## src/rtl/adc_scan_scheduler.sv

```systemverilog
// Periodic scan sequencer for an 8-channel SPI ADC conversion engine.
// Walks the latched channel mask, requests conversions and returns tagged samples.
module adc_scan_scheduler #(
   parameter int NUM_CH         = 8,
   parameter int DATA_W         = 12,
   parameter int TIMEOUT_CYCLES = 1024
) (
   input  logic                      clk,
   input  logic                      reset_n,
   input  logic                      enable,
   input  logic [31:0]               period,
   input  logic [NUM_CH-1:0]         channel_mask,
   input  logic                      conv_ready,
   output logic                      conv_start,
   output logic [$clog2(NUM_CH)-1:0] conv_channel,
   input  logic                      conv_done,
   input  logic [DATA_W-1:0]         conv_data,
   output logic                      sample_valid,
   output logic [$clog2(NUM_CH)-1:0] sample_channel,
   output logic [DATA_W-1:0]         sample_data,
   output logic                      scan_done,
   output logic                      overrun,
   output logic                      timeout_err,
   input  logic                      err_clr
);

   localparam int CH_W  = $clog2(NUM_CH);
   localparam int IDX_W = CH_W + 1;
   localparam int TO_W  = $clog2(TIMEOUT_CYCLES);

   typedef enum logic [2:0] {
      S_IDLE,
      S_WAIT_TICK,
      S_SELECT,
      S_ISSUE,
      S_WAIT_DONE
   } state_t;

   state_t              r_state;
   state_t              w_state_next;
   logic [31:0]         r_cnt;
   logic [31:0]         w_period_m1;
   logic                w_tick;
   logic [NUM_CH-1:0]   r_mask;
   logic [NUM_CH-1:0]   w_mask_next;
   logic [IDX_W-1:0]    r_idx;
   logic [IDX_W-1:0]    w_idx_next;
   logic [IDX_W-1:0]    w_idx_after;
   logic [CH_W-1:0]     r_chan;
   logic [CH_W-1:0]     w_chan_next;
   logic [TO_W-1:0]     r_tcnt;
   logic [TO_W-1:0]     w_tcnt_next;
   logic [NUM_CH-1:0]   w_avail;
   logic                w_found;
   logic [CH_W-1:0]     w_sel;
   logic                w_conv_start;
   logic                w_scan_done;
   logic                w_capture;
   logic                w_timeout;
   logic                r_sample_valid;
   logic [CH_W-1:0]     r_sample_channel;
   logic [DATA_W-1:0]   r_sample_data;
   logic                r_overrun;
   logic                r_timeout_err;

   // A period of 0 behaves like 1, i.e. a tick on every enabled cycle.
   assign w_period_m1 = (period == 32'd0) ? 32'd0 : period - 32'd1;
   assign w_tick      = enable && (r_cnt == w_period_m1);
   assign w_idx_after = IDX_W'(r_chan) + IDX_W'(1);

   generate
      for (genvar gi = 0; gi < NUM_CH; gi++) begin : g_avail
         assign w_avail[gi] = r_mask[gi] && (r_idx <= IDX_W'(gi));
      end
   endgenerate

   // Lowest remaining channel wins; idx == NUM_CH leaves nothing available.
   always_comb begin
      w_found = 1'b0;
      w_sel   = '0;
      for (int i = NUM_CH - 1; i >= 0; i--) begin
         if (w_avail[i]) begin
            w_found = 1'b1;
            w_sel   = CH_W'(i);
         end
      end
   end

   always_ff @(posedge clk or negedge reset_n) begin
      if (!reset_n) r_state <= S_IDLE;
      else          r_state <= w_state_next;
   end

   always_comb begin
      w_state_next = r_state;
      w_mask_next  = r_mask;
      w_idx_next   = r_idx;
      w_chan_next  = r_chan;
      w_tcnt_next  = r_tcnt;
      w_conv_start = 1'b0;
      w_scan_done  = 1'b0;
      w_capture    = 1'b0;
      w_timeout    = 1'b0;
      case (r_state)
         S_IDLE: begin
            if (enable) w_state_next = S_WAIT_TICK;
         end
         S_WAIT_TICK: begin
            if (!enable) begin
               w_state_next = S_IDLE;
            end else if (w_tick) begin
               w_mask_next  = channel_mask;
               w_idx_next   = '0;
               w_state_next = S_SELECT;
            end
         end
         S_SELECT: begin
            // An exhausted scan still reports completion even if enable just dropped.
            if (!w_found) begin
               w_scan_done  = 1'b1;
               w_state_next = enable ? S_WAIT_TICK : S_IDLE;
            end else if (!enable) begin
               w_state_next = S_IDLE;
            end else begin
               w_chan_next  = w_sel;
               w_state_next = S_ISSUE;
            end
         end
         S_ISSUE: begin
            if (!enable) begin
               w_state_next = S_IDLE;
            end else if (conv_ready) begin
               w_conv_start = 1'b1;
               w_tcnt_next  = '0;
               w_state_next = S_WAIT_DONE;
            end
         end
         S_WAIT_DONE: begin
            // A done arriving on the expiry cycle still counts as a result.
            if (conv_done) begin
               w_capture    = 1'b1;
               w_idx_next   = w_idx_after;
               w_state_next = enable ? S_SELECT : S_IDLE;
            end else if (r_tcnt == TO_W'(TIMEOUT_CYCLES - 1)) begin
               w_timeout    = 1'b1;
               w_idx_next   = w_idx_after;
               w_state_next = enable ? S_SELECT : S_IDLE;
            end else begin
               w_tcnt_next  = r_tcnt + TO_W'(1);
            end
         end
         default: w_state_next = S_IDLE;
      endcase
   end

   always_ff @(posedge clk or negedge reset_n) begin
      if (!reset_n) begin
         r_cnt            <= '0;
         r_mask           <= '0;
         r_idx            <= '0;
         r_chan           <= '0;
         r_tcnt           <= '0;
         r_sample_valid   <= 1'b0;
         r_sample_channel <= '0;
         r_sample_data    <= '0;
         r_overrun        <= 1'b0;
         r_timeout_err    <= 1'b0;
      end else begin
         r_cnt          <= (!enable || w_tick) ? 32'd0 : r_cnt + 32'd1;
         r_mask         <= w_mask_next;
         r_idx          <= w_idx_next;
         r_chan         <= w_chan_next;
         r_tcnt         <= w_tcnt_next;
         r_sample_valid <= w_capture;
         if (w_capture) begin
            r_sample_channel <= r_chan;
            r_sample_data    <= conv_data;
         end
         if (w_tick && (r_state != S_WAIT_TICK)) r_overrun <= 1'b1;
         else if (err_clr)                       r_overrun <= 1'b0;
         if (w_timeout)    r_timeout_err <= 1'b1;
         else if (err_clr) r_timeout_err <= 1'b0;
      end
   end

   assign conv_start     = w_conv_start;
   assign conv_channel   = r_chan;
   assign scan_done      = w_scan_done;
   assign sample_valid   = r_sample_valid;
   assign sample_channel = r_sample_channel;
   assign sample_data    = r_sample_data;
   assign overrun        = r_overrun;
   assign timeout_err    = r_timeout_err;

endmodule

```

## config.mk

```make
export PLATFORM = sky130hd
export DESIGN_NAME = adc_scan_scheduler
export DESIGN_NICKNAME = d
export VERILOG_FILES = /design/src/rtl/adc_scan_scheduler.sv
export SDC_FILE = /design/constraint.sdc
export NUM_CORES = 1
export LEC_CHECK = 0
export BUFFER_PORTS_ARGS = -buffer_cell sky130_fd_sc_hd__clkbuf_2
export CORE_MARGIN = 2
export CORE_UTILIZATION = 62
export DETAILED_ROUTE_END_ITERATION = 12
export PLACE_DENSITY = 0.86
export REMOVE_ABC_BUFFERS = 1
export SYNTH_ARGS = -nofsm -noshare
export SYNTH_HDL_FRONTEND = slang
export SYNTH_SLANG_ARGS = --single-unit
```

## constraint.sdc

```tcl
create_clock -name clk -period 5.4 [get_ports clk]
set_clock_uncertainty 0.2 [all_clocks]
set_input_delay 0.81 -clock clk [delete_from_list [all_inputs] [get_ports clk]]
set_output_delay 0.81 -clock clk [all_outputs]
set_load 0.005 [all_outputs]
```

==> report_table.html <==
<table>
<tr><th>Metric</th><th>Value</th></tr>
<tr><th colspan="2">Detailed routing</th></tr>
<tr><td>Number of remaining DRC errors</td><td>0</td></tr>
<tr><td>Via count</td><td>between 4k and 5k</td></tr>
<tr><td>Routed vias/inst</td><td>between 6 and 7</td></tr>
<tr><td>Router iterations before antenna repair</td><td>6</td></tr>
<tr><td>Drt initial violations</td><td>285</td></tr>
<tr><td>WL/cell</td><td>about 17 µm</td></tr>
<tr><td>Number of antenna-violating nets in the routed design</td><td>0</td></tr>
<tr><td>Detailed-route wire length</td><td>approximately 13 mm</td></tr>
<tr><th colspan="2">Critical path</th></tr>
<tr><td>Reg2Reg Depth</td><td>9</td></tr>
<tr><td>Worst reg2reg path startpoint</td><td>r_cnt[2]</td></tr>
<tr><td>Critical path launch point type</td><td>primary input</td></tr>
<tr><td>Worst setup path start</td><td>period[0]</td></tr>
<tr><td>Internal reg-to-reg setup slack</td><td>1.65 ns</td></tr>
<tr><td>Worst Path Required</td><td>5.44 ns</td></tr>
<tr><td>Arr. time, crit path</td><td>approximately 4.6 ns</td></tr>
<tr><td>Largest fanout on the critical path</td><td>12</td></tr>
<tr><td>Reg-to-reg endpoint</td><td>r_mask[5]</td></tr>
<tr><td>Critical Path End Type</td><td>flop</td></tr>
<tr><td>Classification of the worst setup path</td><td>primary input to flop</td></tr>
<tr><th colspan="2">Clocking</th></tr>
<tr><td>Clock tree buffer depth</td><td>2</td></tr>
<tr><td>CTS tree</td><td>yes</td></tr>
<tr><td>Clock network latency to the later pin of the worst-skew pair</td><td>~0.36 ns</td></tr>
<tr><td>H-Tree Depth</td><td>3</td></tr>
<tr><td>Clock edge transition at the registers on the reported setup and hold paths</td><td>around 0.080 ns</td></tr>
<tr><td>Sinks on Clock Net</td><td>between 70 and 80</td></tr>
<tr><td>Number of buffers inserted by hold repair at cts</td><td>0</td></tr>
<tr><td>Post-CTS Resized</td><td>0</td></tr>
<tr><td>Number of post-CTS setup repair buffers</td><td>0</td></tr>
<tr><td>CTS Buf Count</td><td>9</td></tr>
<tr><td>CTS root buffer</td><td>clkbuf_8</td></tr>
<tr><th colspan="2">Placement</th></tr>
<tr><td>Number of placed instances with taps included</td><td>between 700 and 800</td></tr>
<tr><td>IO buf count</td><td>80</td></tr>
<tr><td>GP Congestion</td><td>approximately 0.97</td></tr>
<tr><td>Placed wire-length estimate</td><td>9.447 mm</td></tr>
<tr><th colspan="2">Global route</th></tr>
<tr><td>Global-route wire length before repair</td><td>20.94 mm</td></tr>
<tr><td>Maximum number of pins on one net before global-route repair</td><td>around 80</td></tr>
<tr><td>Total global routing overflow</td><td>0</td></tr>
<tr><td>Number of global-route vias before repair</td><td>around 4.5k</td></tr>
<tr><td>Aggregate global-route resource usage</td><td>between 20 and 30%</td></tr>
<tr><td>Number of antenna violations at the first check in global routing</td><td>0</td></tr>
<tr><th colspan="2">Synth</th></tr>
<tr><td>Top-area cell type share of the netlist area</td><td>38.17%</td></tr>
<tr><td>Synth Cell Area</td><td>between 0.005 and 0.006 mm²</td></tr>
<tr><td>Post-synthesis cell count</td><td>a little under 600</td></tr>
<tr><td>Number of warning messages in the yosys log</td><td>0</td></tr>
<tr><td>Cell taking the most area after synthesis</td><td>dfrtp_1</td></tr>
<tr><td>Most common library cells after synthesis</td><td>nor2_1 (82), dfrtp_1 (78), nand2_1 (51)</td></tr>
<tr><td>Number of flip-flops and latches in the synthesized netlist</td><td>just under 80</td></tr>
<tr><td>Post-synthesis cell type count</td><td>62</td></tr>
<tr><td>Most common flop cell mapped by yosys</td><td>dfrtp_1</td></tr>
<tr><td>Largest cells by area after synthesis</td><td>dfrtp_1 (38%), xnor2_1 (7.0%), nor2_1 (6.0%)</td></tr>
<tr><td>Number of enable flip-flop cells after synthesis</td><td>0</td></tr>
<tr><td>Share of synthesized flip-flops with an asynchronous set or reset</td><td>100.0%</td></tr>
<tr><td>Mean post-synth cell area</td><td>just under 9 µm²</td></tr>
<tr><td>Most repeated cell in the gate-level netlist after synthesis</td><td>nor2_1</td></tr>
<tr><td>Fraction of the yosys area taken by sequential cells</td><td>about two fifths</td></tr>
<tr><th colspan="2">Status</th></tr>
<tr><td>Result of the run</td><td>completed</td></tr>
<tr><th colspan="2">Timing</th></tr>
<tr><td>Total count of max-transition violations in the final report</td><td>0</td></tr>
<tr><td>Worst relative slew slack</td><td>a little over a third</td></tr>
<tr><td>Clock period minus final worst setup slack</td><td>about 4.6 ns</td></tr>
<tr><td>RSZ-0062 raised after global routing</td><td>no</td></tr>
<tr><td>Fin Hold WS</td><td>between 0.2 and 0.3 ns</td></tr>
<tr><td>Number of setup violations in the final report</td><td>0</td></tr>
<tr><td>Crit share post-route</td><td>between 80% and 90%</td></tr>
<tr><td>Total count of hold-check failures in the final report</td><td>0</td></tr>
<tr><td>Setup TNS</td><td>0 ns</td></tr>
<tr><td>Maximum clock frequency</td><td>~0.22 GHz</td></tr>
<tr><td>Slew at the pin with the worst max-slew slack</td><td>around 0.96 ns</td></tr>
<tr><th colspan="2">Floorplanning</th></tr>
<tr><td>Row Count</td><td>33</td></tr>
<tr><td>Die Y</td><td>about 95 µm</td></tr>
<tr><td>Initial Utilization</td><td>a little over three fifths</td></tr>
<tr><td>Std-Cell Core Area</td><td>a little over 0.008 mm²</td></tr>
<tr><td>Die Area</td><td>between 0.008 and 0.009 mm²</td></tr>
<tr><td>Horizontal die dimension</td><td>approximately 95 µm</td></tr>
<tr><td>Ports placed on the boundary</td><td>81</td></tr>
<tr><th colspan="2">Worst hold path</th></tr>
<tr><td>Worst Hold Endpoint</td><td>r_mask[2]</td></tr>
<tr><td>Source of the worst hold timing path</td><td>r_mask[2]</td></tr>
<tr><td>Cells on Worst Hold Path</td><td>1</td></tr>
<tr><td>Class of the worst hold path</td><td>flop to flop</td></tr>
<tr><th colspan="2">Finish</th></tr>
<tr><td>Share of final-layout standard cells stronger than drive strength 1</td><td>around a fifth</td></tr>
<tr><td>Number of antenna cells inserted</td><td>0</td></tr>
<tr><td>Footprint of the flip-flops and latches</td><td>around 0.002 mm²</td></tr>
<tr><td>Net count reported at finish</td><td>about 720</td></tr>
<tr><td>P&amp;R area growth vs syn</td><td>13.21%</td></tr>
<tr><td>Filler-free cell count of the finished design</td><td>767</td></tr>
<tr><td>Area of the multi-input gates</td><td>~0.003 mm²</td></tr>
<tr><td>Number of inserted filler cells in the final layout</td><td>about 660</td></tr>
<tr><th colspan="2">Power</th></tr>
<tr><td>Power density over the cells</td><td>228.7 mW/mm²</td></tr>
<tr><td>IR drop worst, VDD</td><td>between 0.15 and 0.2 mV</td></tr>
<tr><td>P_leak</td><td>between 2 and 2.5 nW</td></tr>
<tr><th colspan="2">Job</th></tr>
<tr><td>Max-cap violation count</td><td>0</td></tr>
</table>
## cell families after synthesis
family | count (synthesis) | share of synthesized area, %
fa+ha+maj | 4 | 0.9788
buf+inv | 41 | 3.303
compound gates | 98 | 12.85
simple gates | 271 | 27.31
mux | 28 | 6.093
flops | 78 | 38.17
xor+xnor | 66 | 11.30
## stage by stage
step	utilization, %	area, µm²	power [mW]	setup WS, ns
CTS	71.54	5789	1.331	0.8904
floorplan	-	5012	0.7747	-0.1312
global placement	68.99	5583	0.8676	0.6542
detailed placement	68.99	5583	0.8771	0.5155
global route	71.54	5789	1.384	0.4396
finish	71.54	5789	1.324	0.8076
## critical path: stages
cell and delay, ns:
clkbuf_2 0.15, inv_1 0.08, ha_1 0.24, nor4b_4 0.37, nand2_1 0.34, nor3_2 0.40
nand2_1 0.11, or3_1 0.32, a2111oi_1 0.45, o2111ai_1 0.41, nor4b_4 0.37, buf_4 0.23
mux2_1 0.34
## where the power goes
part / leakage [nW] / internal (mW) / switching (mW) / total (mW)
clock: 0.103 / 0.228 / 0.227 / 0.455
sequential: 1.06 / 0.624 / 0.0511 / 0.675
combinational: 1.32 / 0.0881 / 0.106 / 0.194
total: 2.48 / 0.941 / 0.384 / 1.32
## cell type report
class                   count  share of cell area [%]
repair buffers             83                   7.348
clock buffers              10                   2.377
clock inverters             6                   1.189
well taps                 105                   2.269
flip-flops and latches     78                   33.72
inverters                  18                   1.167
multi-input cells         467                   51.93
## state kept, by name, indices dropped and copies added (netlist names)
signal          cells
r_cnt              32
sample_data        12
r_tcnt             10
r_mask              8
r_idx               4
conv_channel        3
r_state             3
sample_channel      3
overrun             1
sample_valid        1
timeout_err         1
## per-layer routing
metal  track usage [%]  vias to the layer above  part of all wire (%)
met3             5.347                       26                   6.0
met5                 0                        -                     0
met1             40.25                     2238                    44
met4             9.420                        0                   1.9
met2             48.52                      165                    48
li1                  -                     2247                     -
## layout by cell type (no fill, tap or decap), drive strengths merged, types with 4 or more instances in the layout
master / n
a2111oi: 4
a21oi: 21
a22oi: 6
and3: 8
buf: 4
clkbuf: 89
dfrtp: 78
ha: 4
inv: 19
mux2: 25
nand2: 51
nand2b: 5
nand3: 30
nand4: 12
nor2: 82
nor2b: 7
nor3: 22
nor4: 19
o21ai: 26
o22ai: 4
or2: 4
or3: 10
or4: 9
xnor2: 41
xor2: 25
## how the worst max path moves through the flow
stage	endpoint	depth (start not counted)
after floorplan	r_cnt[10]	11
after global placement	r_mask[0]	13
after detailed placement	r_mask[5]	13
after CTS	r_mask[5]	13
after global routing	r_mask[5]	13
final	r_mask[5]	13
No activity file was read; power rests on OpenSTA's default activity.
